### src/rtl/dcache_ctrl_if.sv
// Core-side and memory-side signal bundle of the data cache controller.
// The slave modport is the controller's view; master is the view of
// whatever surrounds it (pipeline plus memory model).
interface dcache_ctrl_if #(
  parameter int bit_size = 32
);
  // core (MEM stage) side
  logic [bit_size-1:0] core_addr;
  logic                core_read;
  logic                core_write;
  logic [bit_size-1:0] core_wdata;
  logic [bit_size-1:0] core_rdata;
  logic                DC_stall;
  // memory side
  logic                mem_req;
  logic                mem_we;
  logic [bit_size-1:0] mem_addr;
  logic [bit_size-1:0] mem_wdata;
  logic [bit_size-1:0] mem_rdata;
  logic                mem_ready;

  modport slave (
    input  core_addr, core_read, core_write, core_wdata, mem_rdata, mem_ready,
    output core_rdata, DC_stall, mem_req, mem_we, mem_addr, mem_wdata
  );

  modport master (
    output core_addr, core_read, core_write, core_wdata, mem_rdata, mem_ready,
    input  core_rdata, DC_stall, mem_req, mem_we, mem_addr, mem_wdata
  );
endinterface

### src/rtl/dcache_ctrl.sv
// Direct-mapped, write-through, no-write-allocate data cache controller.
// Loads hit combinationally; a load miss refills the whole 4-word line one
// beat at a time, and every store is written through to memory while the
// pipeline is frozen via DC_stall. Stores that hit also update the line.
module dcache_ctrl #(
  parameter int bit_size = 32,
  parameter int idx_bits = 4
) (
  input  logic          clk,
  input  logic          rst,
  dcache_ctrl_if.slave  dc_bus
);

  localparam int TAG_W  = bit_size - 4 - idx_bits;
  localparam int NLINES = 1 << idx_bits;

  typedef enum logic [1:0] {
    IDLE   = 2'd0,
    REFILL = 2'd1,
    WRITE  = 2'd2,
    WDONE  = 2'd3
  } state_t;

  state_t state_q, state_d;

  // control state (reset)
  logic [NLINES-1:0]   valid_q;
  logic [1:0]          cnt_q, cnt_d;

  // latched request fields (not reset; only consumed after being loaded)
  logic [TAG_W-1:0]    tag_q, tag_d;
  logic [idx_bits-1:0] idx_q, idx_d;
  logic [bit_size-1:2] waddr_q, waddr_d;
  logic [bit_size-1:0] wdata_q, wdata_d;
  logic                whit_q, whit_d;

  // line storage (not reset)
  logic [TAG_W-1:0]    tags_q [NLINES];
  logic [bit_size-1:0] data_q [NLINES][4];

  // address decode of the incoming request
  logic [TAG_W-1:0]    a_tag;
  logic [idx_bits-1:0] a_idx;
  logic [1:0]          a_off;
  logic                hit;
  logic                rd_req;
  logic                wr_req;
  logic                unused_addr_lsb;

  assign a_off  = dc_bus.core_addr[3:2];
  assign a_idx  = dc_bus.core_addr[3+idx_bits:4];
  assign a_tag  = dc_bus.core_addr[bit_size-1:4+idx_bits];
  assign hit    = valid_q[a_idx] && (tags_q[a_idx] == a_tag);
  // reset masks the requests so nothing stalls or reads while it is held
  assign rd_req = dc_bus.core_read  & ~rst;
  assign wr_req = dc_bus.core_write & ~rst;
  assign unused_addr_lsb = ^dc_bus.core_addr[1:0];

  // array write port, shared by refill beats and write-through hits
  logic                arr_we;
  logic [idx_bits-1:0] arr_idx;
  logic [1:0]          arr_off;
  logic [bit_size-1:0] arr_wdata;
  logic                line_fill;

  logic                stall;
  logic [bit_size-1:0] rdata;
  logic                mreq;
  logic                mwe;
  logic [bit_size-1:0] maddr;
  logic [bit_size-1:0] mwdata;

  // next-state, array write controls and Mealy outputs
  always_comb begin
    state_d   = state_q;
    cnt_d     = cnt_q;
    tag_d     = tag_q;
    idx_d     = idx_q;
    waddr_d   = waddr_q;
    wdata_d   = wdata_q;
    whit_d    = whit_q;
    arr_we    = 1'b0;
    arr_idx   = '0;
    arr_off   = '0;
    arr_wdata = '0;
    line_fill = 1'b0;
    stall     = 1'b0;
    rdata     = '0;
    mreq      = 1'b0;
    mwe       = 1'b0;
    maddr     = '0;
    mwdata    = '0;
    case (state_q)
      IDLE: begin
        if (wr_req) begin
          // a simultaneous read is treated as a write
          stall   = 1'b1;
          waddr_d = dc_bus.core_addr[bit_size-1:2];
          wdata_d = dc_bus.core_wdata;
          whit_d  = hit;
          state_d = WRITE;
        end else if (rd_req) begin
          if (hit) begin
            rdata = data_q[a_idx][a_off];
          end else begin
            stall   = 1'b1;
            tag_d   = a_tag;
            idx_d   = a_idx;
            cnt_d   = 2'd0;
            state_d = REFILL;
          end
        end
      end
      REFILL: begin
        stall = 1'b1;
        mreq  = 1'b1;
        maddr = {tag_q, idx_q, cnt_q, 2'b00};
        if (dc_bus.mem_ready) begin
          arr_we    = 1'b1;
          arr_idx   = idx_q;
          arr_off   = cnt_q;
          arr_wdata = dc_bus.mem_rdata;
          cnt_d     = cnt_q + 2'd1;
          if (cnt_q == 2'd3) begin
            line_fill = 1'b1;
            state_d   = IDLE;
          end
        end
      end
      WRITE: begin
        stall  = 1'b1;
        mreq   = 1'b1;
        mwe    = 1'b1;
        maddr  = {waddr_q, 2'b00};
        mwdata = wdata_q;
        if (dc_bus.mem_ready) begin
          if (whit_q) begin
            arr_we    = 1'b1;
            arr_idx   = waddr_q[3+idx_bits:4];
            arr_off   = waddr_q[3:2];
            arr_wdata = wdata_q;
          end
          state_d = WDONE;
        end
      end
      WDONE: begin
        // the store retires this cycle; core_write is still up and ignored
        state_d = IDLE;
      end
      default: state_d = IDLE;
    endcase
  end

  // control registers: FSM state, beat counter, valid bits
  always_ff @(posedge clk) begin
    if (rst) begin
      state_q <= IDLE;
      cnt_q   <= 2'd0;
      valid_q <= '0;
    end else begin
      state_q <= state_d;
      cnt_q   <= cnt_d;
      if (line_fill) valid_q[idx_q] <= 1'b1;
    end
  end

  // latched request fields
  always_ff @(posedge clk) begin
    tag_q   <= tag_d;
    idx_q   <= idx_d;
    waddr_q <= waddr_d;
    wdata_q <= wdata_d;
    whit_q  <= whit_d;
  end

  // tag and data arrays; writes are suppressed while reset is held
  always_ff @(posedge clk) begin
    if (arr_we && !rst) data_q[arr_idx][arr_off] <= arr_wdata;
    if (line_fill && !rst) tags_q[idx_q] <= tag_q;
  end

  assign dc_bus.DC_stall   = stall;
  assign dc_bus.core_rdata = rdata;
  assign dc_bus.mem_req    = mreq;
  assign dc_bus.mem_we     = mwe;
  assign dc_bus.mem_addr   = maddr;
  assign dc_bus.mem_wdata  = mwdata;

endmodule
### src/flat_wrapper.sv
// flat-port wrapper written by rule: the top's interface ports become plain ports
module dcache_ctrl_flat 
#(
  parameter int bit_size = 32,
  parameter int idx_bits = 4
)
  (clk, rst, dc_bus_core_addr, dc_bus_core_read, dc_bus_core_write, dc_bus_core_wdata, dc_bus_mem_rdata, dc_bus_mem_ready, dc_bus_core_rdata, dc_bus_DC_stall, dc_bus_mem_req, dc_bus_mem_we, dc_bus_mem_addr, dc_bus_mem_wdata);
  dcache_ctrl_if #(.bit_size(bit_size)) dc_bus_i ();
  input  logic clk;
  input  logic rst;
  input wire logic [$bits(dc_bus_i.core_addr)-1:0] dc_bus_core_addr;
  input wire logic [$bits(dc_bus_i.core_read)-1:0] dc_bus_core_read;
  input wire logic [$bits(dc_bus_i.core_write)-1:0] dc_bus_core_write;
  input wire logic [$bits(dc_bus_i.core_wdata)-1:0] dc_bus_core_wdata;
  input wire logic [$bits(dc_bus_i.mem_rdata)-1:0] dc_bus_mem_rdata;
  input wire logic [$bits(dc_bus_i.mem_ready)-1:0] dc_bus_mem_ready;
  output wire logic [$bits(dc_bus_i.core_rdata)-1:0] dc_bus_core_rdata;
  output wire logic [$bits(dc_bus_i.DC_stall)-1:0] dc_bus_DC_stall;
  output wire logic [$bits(dc_bus_i.mem_req)-1:0] dc_bus_mem_req;
  output wire logic [$bits(dc_bus_i.mem_we)-1:0] dc_bus_mem_we;
  output wire logic [$bits(dc_bus_i.mem_addr)-1:0] dc_bus_mem_addr;
  output wire logic [$bits(dc_bus_i.mem_wdata)-1:0] dc_bus_mem_wdata;
  assign dc_bus_i.core_addr = dc_bus_core_addr;
  assign dc_bus_i.core_read = dc_bus_core_read;
  assign dc_bus_i.core_write = dc_bus_core_write;
  assign dc_bus_i.core_wdata = dc_bus_core_wdata;
  assign dc_bus_i.mem_rdata = dc_bus_mem_rdata;
  assign dc_bus_i.mem_ready = dc_bus_mem_ready;
  assign dc_bus_core_rdata = dc_bus_i.core_rdata;
  assign dc_bus_DC_stall = dc_bus_i.DC_stall;
  assign dc_bus_mem_req = dc_bus_i.mem_req;
  assign dc_bus_mem_we = dc_bus_i.mem_we;
  assign dc_bus_mem_addr = dc_bus_i.mem_addr;
  assign dc_bus_mem_wdata = dc_bus_i.mem_wdata;
  dcache_ctrl #(.bit_size(bit_size), .idx_bits(idx_bits)) u_core (.clk(clk), .rst(rst), .dc_bus(dc_bus_i));
endmodule
### config.mk
export PLATFORM = sky130hd
export DESIGN_NAME = dcache_ctrl_flat
export DESIGN_NICKNAME = d
export VERILOG_FILES = /design/src/rtl/dcache_ctrl_if.sv /design/src/rtl/dcache_ctrl.sv /design/src/flat_wrapper.sv
export SDC_FILE = /design/constraint.sdc
export NUM_CORES = 2
export LEC_CHECK = 0
export CAP_MARGIN = 20
export CORE_UTILIZATION = 66
export DETAILED_ROUTE_END_ITERATION = 7
export PLACE_DENSITY_LB_ADDON = 0.05
export SLEW_MARGIN = 20
export SYNTH_ARGS = -nofsm -noshare
export SYNTH_HDL_FRONTEND = slang
export SYNTH_SLANG_ARGS = --single-unit
### constraint.sdc
create_clock -name clk -period 12.5 [get_ports clk]
set_clock_uncertainty 0.2 [all_clocks]
set_input_delay 1.875 -clock clk [delete_from_list [all_inputs] [get_ports clk]]
set_output_delay 1.875 -clock clk [all_outputs]
set_load 0.05 [all_outputs]
Yosys cells after proc, flatten, opt, wreduce, memory -nomap -nowiden
Memories as Yosys holds them, arrays and structs flattened.
Index checks and enable logic that the tools add are counted.
{"block": "word_totals", "register_bits": 111, "ramBits": 2432, "wordCells": 107, "n_memories": 2}
{"block": "classes", "add_sub_neg": 1, "n_lt_le_gt_ge": 6, "eq_ne": 13, "muxes": 56, "bitwise_logic": 8, "reduce_logical": 13}
{"name": "u_core.data_q", "words": 16, "word_bits": 128, "rd": 1, "rd_ports_with_merged_regs": 0, "wr": 1, "line": "dcache_ctrl.sv:39", "rtl": "logic [bit_size-1:0] data_q [NLINES][4];"}
{"name": "u_core.tags_q", "words": 16, "word_bits": 24, "rd": 1, "rd_ports_with_merged_regs": 0, "wr": 1, "line": "dcache_ctrl.sv:38", "rtl": "logic [TAG_W-1:0] tags_q [NLINES];"}
{"cell": "$mux 32", "count": 11}
{"cell": "$mux 128", "count": 1}
{"cell": "$pmux 32 s2", "count": 2}
{"cell": "$bmux 32 s2", "count": 1}
{"cell": "$demux 32 s2", "count": 1}
{"cell": "$mux 2", "count": 13}
{"cell": "$eq 24x24->1", "count": 1}
{"cell": "$mux 1", "count": 16}
{"cell": "$or 16x16->16", "count": 1}
{"cell": "$mux 4", "count": 3}
{"cell": "$lt 4x5->1 const B", "count": 2}
{"cell": "$reduce_and 5->1", "count": 2}
{"cell": "$ne 2x2->1 const B", "count": 4}
{"cell": "$pmux 2 s2", "count": 2}
{"cell": "$pmux 2 s4", "count": 1}
{"cell": "$pmux 4 s2", "count": 1}
{"cell": "$eq 2x2->1 const B", "count": 3}
{"cell": "$ge 3x3->1 const B", "count": 2}
{"cell": "$not 2->3", "count": 2}
{"cell": "$logic_and 1x1->1", "count": 5}
{"cell": "$bmux 1 s4", "count": 1}
{"cell": "$demux 1 s4", "count": 1}
{"cell": "$ge 4x1->1 const B", "count": 1}
{"cell": "$ne 2x1->1 const B", "count": 2}
{"cell": "other kinds (14)", "count": 18}

Depth between registers and ports, before layout
{"block": "depth", "ltp_word": 9, "ltp_mapped": 15, "mapped_depth_nobuf": 9}

Worst setup path before layout
Ideal clock, no wire load.
{"block": "synth_path", "kind": "input to register", "startpoint": "input port rst", "endpoint": "register u_core.waddr_q[10] (netlist bit), enable pin", "setup_ns": 0.561, "t_arrival_ns": 6.426, "required_ns": 11.739, "setup_slack_ns": 5.313, "stages": 2, "path_cell_list": "clkbuf_1 -> nor3_1"}
{"block": "synth_between", "elab_chain_cells": 3}
{"element": "from (decl)", "line": "flat_wrapper.sv:10", "rtl": "input logic rst;"}
{"element": "$not 1->1", "line": "dcache_ctrl.sv:56", "rtl": "assign wr_req = dc_bus.core_write & ~rst;"}
{"element": "$and 1x1->1", "line": "dcache_ctrl.sv:56"}
{"element": "$reduce_and 2->1 (no line)"}
{"element": "to (signal assigned)", "line": "dcache_ctrl.sv:171", "rtl": "waddr_q <= waddr_d;"}
{"element": "to (decl)", "line": "dcache_ctrl.sv:33", "rtl": "logic [bit_size-1:2] waddr_q, waddr_d;"}
No other way between the ends.
A chain may end at the register's enable or synchronous reset.

Worst setup path in the final report
{"block": "layout_path", "startpoint": "input port dc_bus_core_addr[5]", "endpoint": "output port dc_bus_core_rdata[0]"}
{"block": "layout_between", "elab_cells_between_ends": 13, "classes_between": "1 x eq/ne; 9 x mux; 1 x reduce/logical; 2 x memory"}
{"element": "from (decl)", "line": "flat_wrapper.sv:11", "rtl": "input wire logic [$bits(dc_bus_i.core_addr)-1:0] dc_bus_core_addr;"}
{"element": "$mem_v2 16x24 or $bmux 1 s4 (tied branches)"}
{"element": "$eq 24x24->1 or $mux 1 (tied branches)", "line": "dcache_ctrl.sv:53", "rtl": "assign hit = valid_q[a_idx] && (tags_q[a_idx] == a_tag);"}
{"element": "$logic_and 1x1->1 *", "line": "dcache_ctrl.sv:53"}
{"element": "named net u_core.hit", "line": "dcache_ctrl.sv:45", "rtl": "logic hit;"}
{"element": "$mux 32 *", "line": "dcache_ctrl.sv:103", "rtl": "if (hit) begin"}
{"element": "$mux 32 *", "line": "dcache_ctrl.sv:102", "rtl": "end else if (rd_req) begin"}
{"element": "$mux 32 *", "line": "dcache_ctrl.sv:95", "rtl": "if (wr_req) begin"}
{"element": "$mux 32 *", "line": "dcache_ctrl.sv:93", "rtl": "case (state_q)"}
{"element": "to (decl)", "line": "flat_wrapper.sv:17", "rtl": "output wire logic [$bits(dc_bus_i.core_rdata)-1:0] dc_bus_core_rdata;"}
The timed path passes the listed nets; every way through them passes the cells marked *. The select of a mux whose other input is x is not followed.

==> results.json <==
{
  "place_ws_ps": 2692,
  "cp.arrival_ps": 7720,
  "via_per_inst": 7.044,
  "antenna_found_initial": 11,
  "hold_path.startpoint": "u_core.valid_q[0]",
  "post-route-period-util": 0.7839,
  "post_cts_buffers": 0,
  "rows": 141,
  "status": "finished clean",
  "nets": 4612,
  "crit_path_start": "dc_bus_core_addr[5]",
  "yosysWarnings": 0,
  "cts-hold-fix-buffers": 0,
  "reg2reg_to": "u_core.data_q[5][81]",
  "cts_resized": 0,
  "chipHeight_um": 387.7,
  "core_area_sq_um": 147700,
  "die_w_um": 387.7,
  "drc": 0,
  "worstPathRequired_ps": 10430,
  "grt_pass1_wl_um": 339700,
  "hold_viol": 0,
  "cts.sinks": 2543,
  "dpl-instance-area_sq_um": 103500,
  "critPathCaptureType": "output port",
  "rsz0062_at_grt": "no",
  "grt_usage": 0.3245,
  "post-dp-hpwl_um": 124300,
  "ir_drop_uv": 127.1,
  "path_clk_slew_ps": 60,
  "synthToLayoutAreaGrowth_pct": 13.18,
  "relSlewSlack": 0.2125,
  "drv_cap": 0,
  "grt-ovfl-total": 0,
  "wire_per_inst_um": 36.08,
  "drive_gt1_frac": 0.2905,
  "cts_buffers": 236,
  "worst_hold_slack_ps": 277.3,
  "tns_ps": 0,
  "timing.fmax_mhz": 102.1,
  "syn_avg_cell_area_sq_um": 23.64,
  "routabilityCongestion": 0.8156,
  "clock_latency_ps": 860,
  "initial_core_util": 0.6648,
  "whs_path_depth": 2,
  "num_vias": 46752,
  "cellPowerDensity_nw_per_um2": 161.2,
  "final_cell_area_sq_um": 111100,
  "clock_path_buffers": 3,
  "worst_pin_slew_ps": 1178,
  "final_util": 0.7524,
  "cts_root_buf": "clkbuf_16",
  "slew_violations": 0,
  "min_path_type": "reg2reg",
  "synth-edff-count": 2523,
  "setup_viol": 0,
  "path_cells": "buf_8 -> buf_4 -> mux4_2 -> a22oi_1 -> nand3_1 -> xnor2_1 -> o211ai_1 -> nor4_1 -> and3_2 -> nand4_4 -> a211oi_2 -> clkdlybuf4s50_1",
  "grt_pass1_vias": 47462,
  "portBuffers": 195,
  "min_period_ps": 9798,
  "r2r_slack_ps": 7430,
  "critical_path_buf_inv_count": 3,
  "synthArstFlopShare": 0,
  "cp_slowest_stage_delay_ps": 900,
  "total_power_mw": 17.91,
  "worst_setup_path_start_kind": "input pin",
  "ant_nets": 0,
  "yosysSeqAreaShare": 0.7759,
  "routed_wl_um": 239500,
  "cts_tree": "done",
  "ioPinCount": 200,
  "first_iter_violations": 6314,
  "syn_inst": 4152,
  "firstDrtPassIters": 5,
  "final_cell_count_no_fill": 6637,
  "ff2ff_path_depth": 9,
  "finalWorstSetupSlack_ps": 2702,
  "synth_area_sq_um": 98170,
  "ys_types": 60,
  "critical-path-top-delay-family": "buffers and inverters",
  "cpMaxStageDelayCell": "clkdlybuf4s50_1",
  "grt_max_degree": 140,
  "worstPathMaxFanout": 91,
  "synthFlopType": "edfxtp_1",
  "dp.cells": 6193,
  "min_to": "u_core.valid_q[0]",
  "reg2reg_from": "u_core.state_q[1]",
  "die_area_sq_um": 150300,
  "criticalPathCategory": "in2out",
  "p_leak_nw": 33.13,
  "ys_ff_latch": 2543,
  "crit_cells": 12,
  "cts_max_level": 4
}
Yosys cell counts (all sizes together), types with 11 or more instances:
cell type     n  area share
nor2        153      0.0059
dfxtp        20      0.0041
nand2        42      0.0016
and2         48      0.0031
a211oi       21      0.0021
o22ai        16      0.0010
a21oi        12     0.00061
xor2         11     0.00098
buf         142      0.0075
xnor2        25      0.0022
mux4        747        0.17
edfxtp     2523        0.77
mux2i        72      0.0073
clkbuf       88      0.0034
nor2b        33      0.0021
o21ai        11     0.00056
a22oi        76      0.0058
inv          25     0.00096
per-layer routing:
metal	up-vias	GRT usage	wire [um]
li1	18472	-	-
met1	24864	0.4687	89360
met2	2956	0.5058	116500
met3	448	0.07603	26560
met4	12	0.09762	6978
met5	-	0	76
flip-flops by register name (all words and copies together), names as in the netlist:
name / flops
u_core.valid_q: 16
u_core.idx_q: 4
u_core.state_q: 2
u_core.wdata_q: 32
u_core.cnt_q: 2
u_core.tag_q: 24
u_core.tags_q: 384
u_core.waddr_q: 30
u_core.data_q: 2048
u_core.whit_q: 1
area by class of cell:
| class | instances | area (sq um) |
|---|---|---|
| clock inverter | 138 | 1136 |
| antenna | 1 | 2.502 |
| sequential | 2543 | 76160 |
| multi-input combinational | 1355 | 21660 |
| fill | 7753 | 36560 |
| tap | 1930 | 2415 |
| timing repair buffer | 344 | 3287 |
| inverter | 25 | 96.34 |
| clock buffer | 301 | 6350 |
worst max path at each step:
stage	slack [ps]	endpoint
detailed placement	2690	dc_bus_core_rdata[0]
CTS	2690	dc_bus_core_rdata[0]
finish	2700	dc_bus_core_rdata[0]
global route	2570	dc_bus_core_rdata[0]
global placement	2640	dc_bus_core_rdata[0]
floorplan	5310	u_core.waddr_q[10]
report_power, final:
| group | internal, mW | leakage [nW] | switching, mW |
|---|---|---|---|
| Combinational | 0.459 | 7.50 | 0.954 |
| Sequential | 9.47 | 22.0 | 0.0317 |
| Clock | 3.95 | 3.67 | 3.03 |
logic make-up after synthesis:
family                   after synthesis  share of synthesized area
multiplexers                         823                     0.1793
AO/OA/AOI/OAI                        169                    0.01333
adder cells (fa/ha/maj)                6                  0.0007647
AND/OR/NAND/NOR                      319                    0.01568
buffers and inverters                255                    0.01185
flip-flops                          2543                     0.7759
XOR/XNOR                              36                   0.003212
other                                  1                 0.00003820
worst min-delay path, delay by kind of cell, from the launching register on:
family	cells	cell delay [ps]
DFF	1	310
AOI/OAI and AO/OA	1	70
buffers and inverters	1	50
placed cells by master, fill, tap and decap left out, types with 33 or more instances in the layout:
| cell type | n |
|---|---|
| a22oi_1 | 76 |
| and2_1 | 47 |
| buf_4 | 136 |
| clkbuf_1 | 54 |
| clkbuf_16 | 244 |
| clkdlybuf4s50_1 | 189 |
| clkinv_1 | 61 |
| clkinv_2 | 46 |
| edfxtp_1 | 2523 |
| mux2i_1 | 72 |
| mux4_2 | 745 |
| nand2_1 | 42 |
| nor2_1 | 41 |
| nor2_4 | 103 |
| nor2b_1 | 33 |
Power figures use the tool's default switching activity.
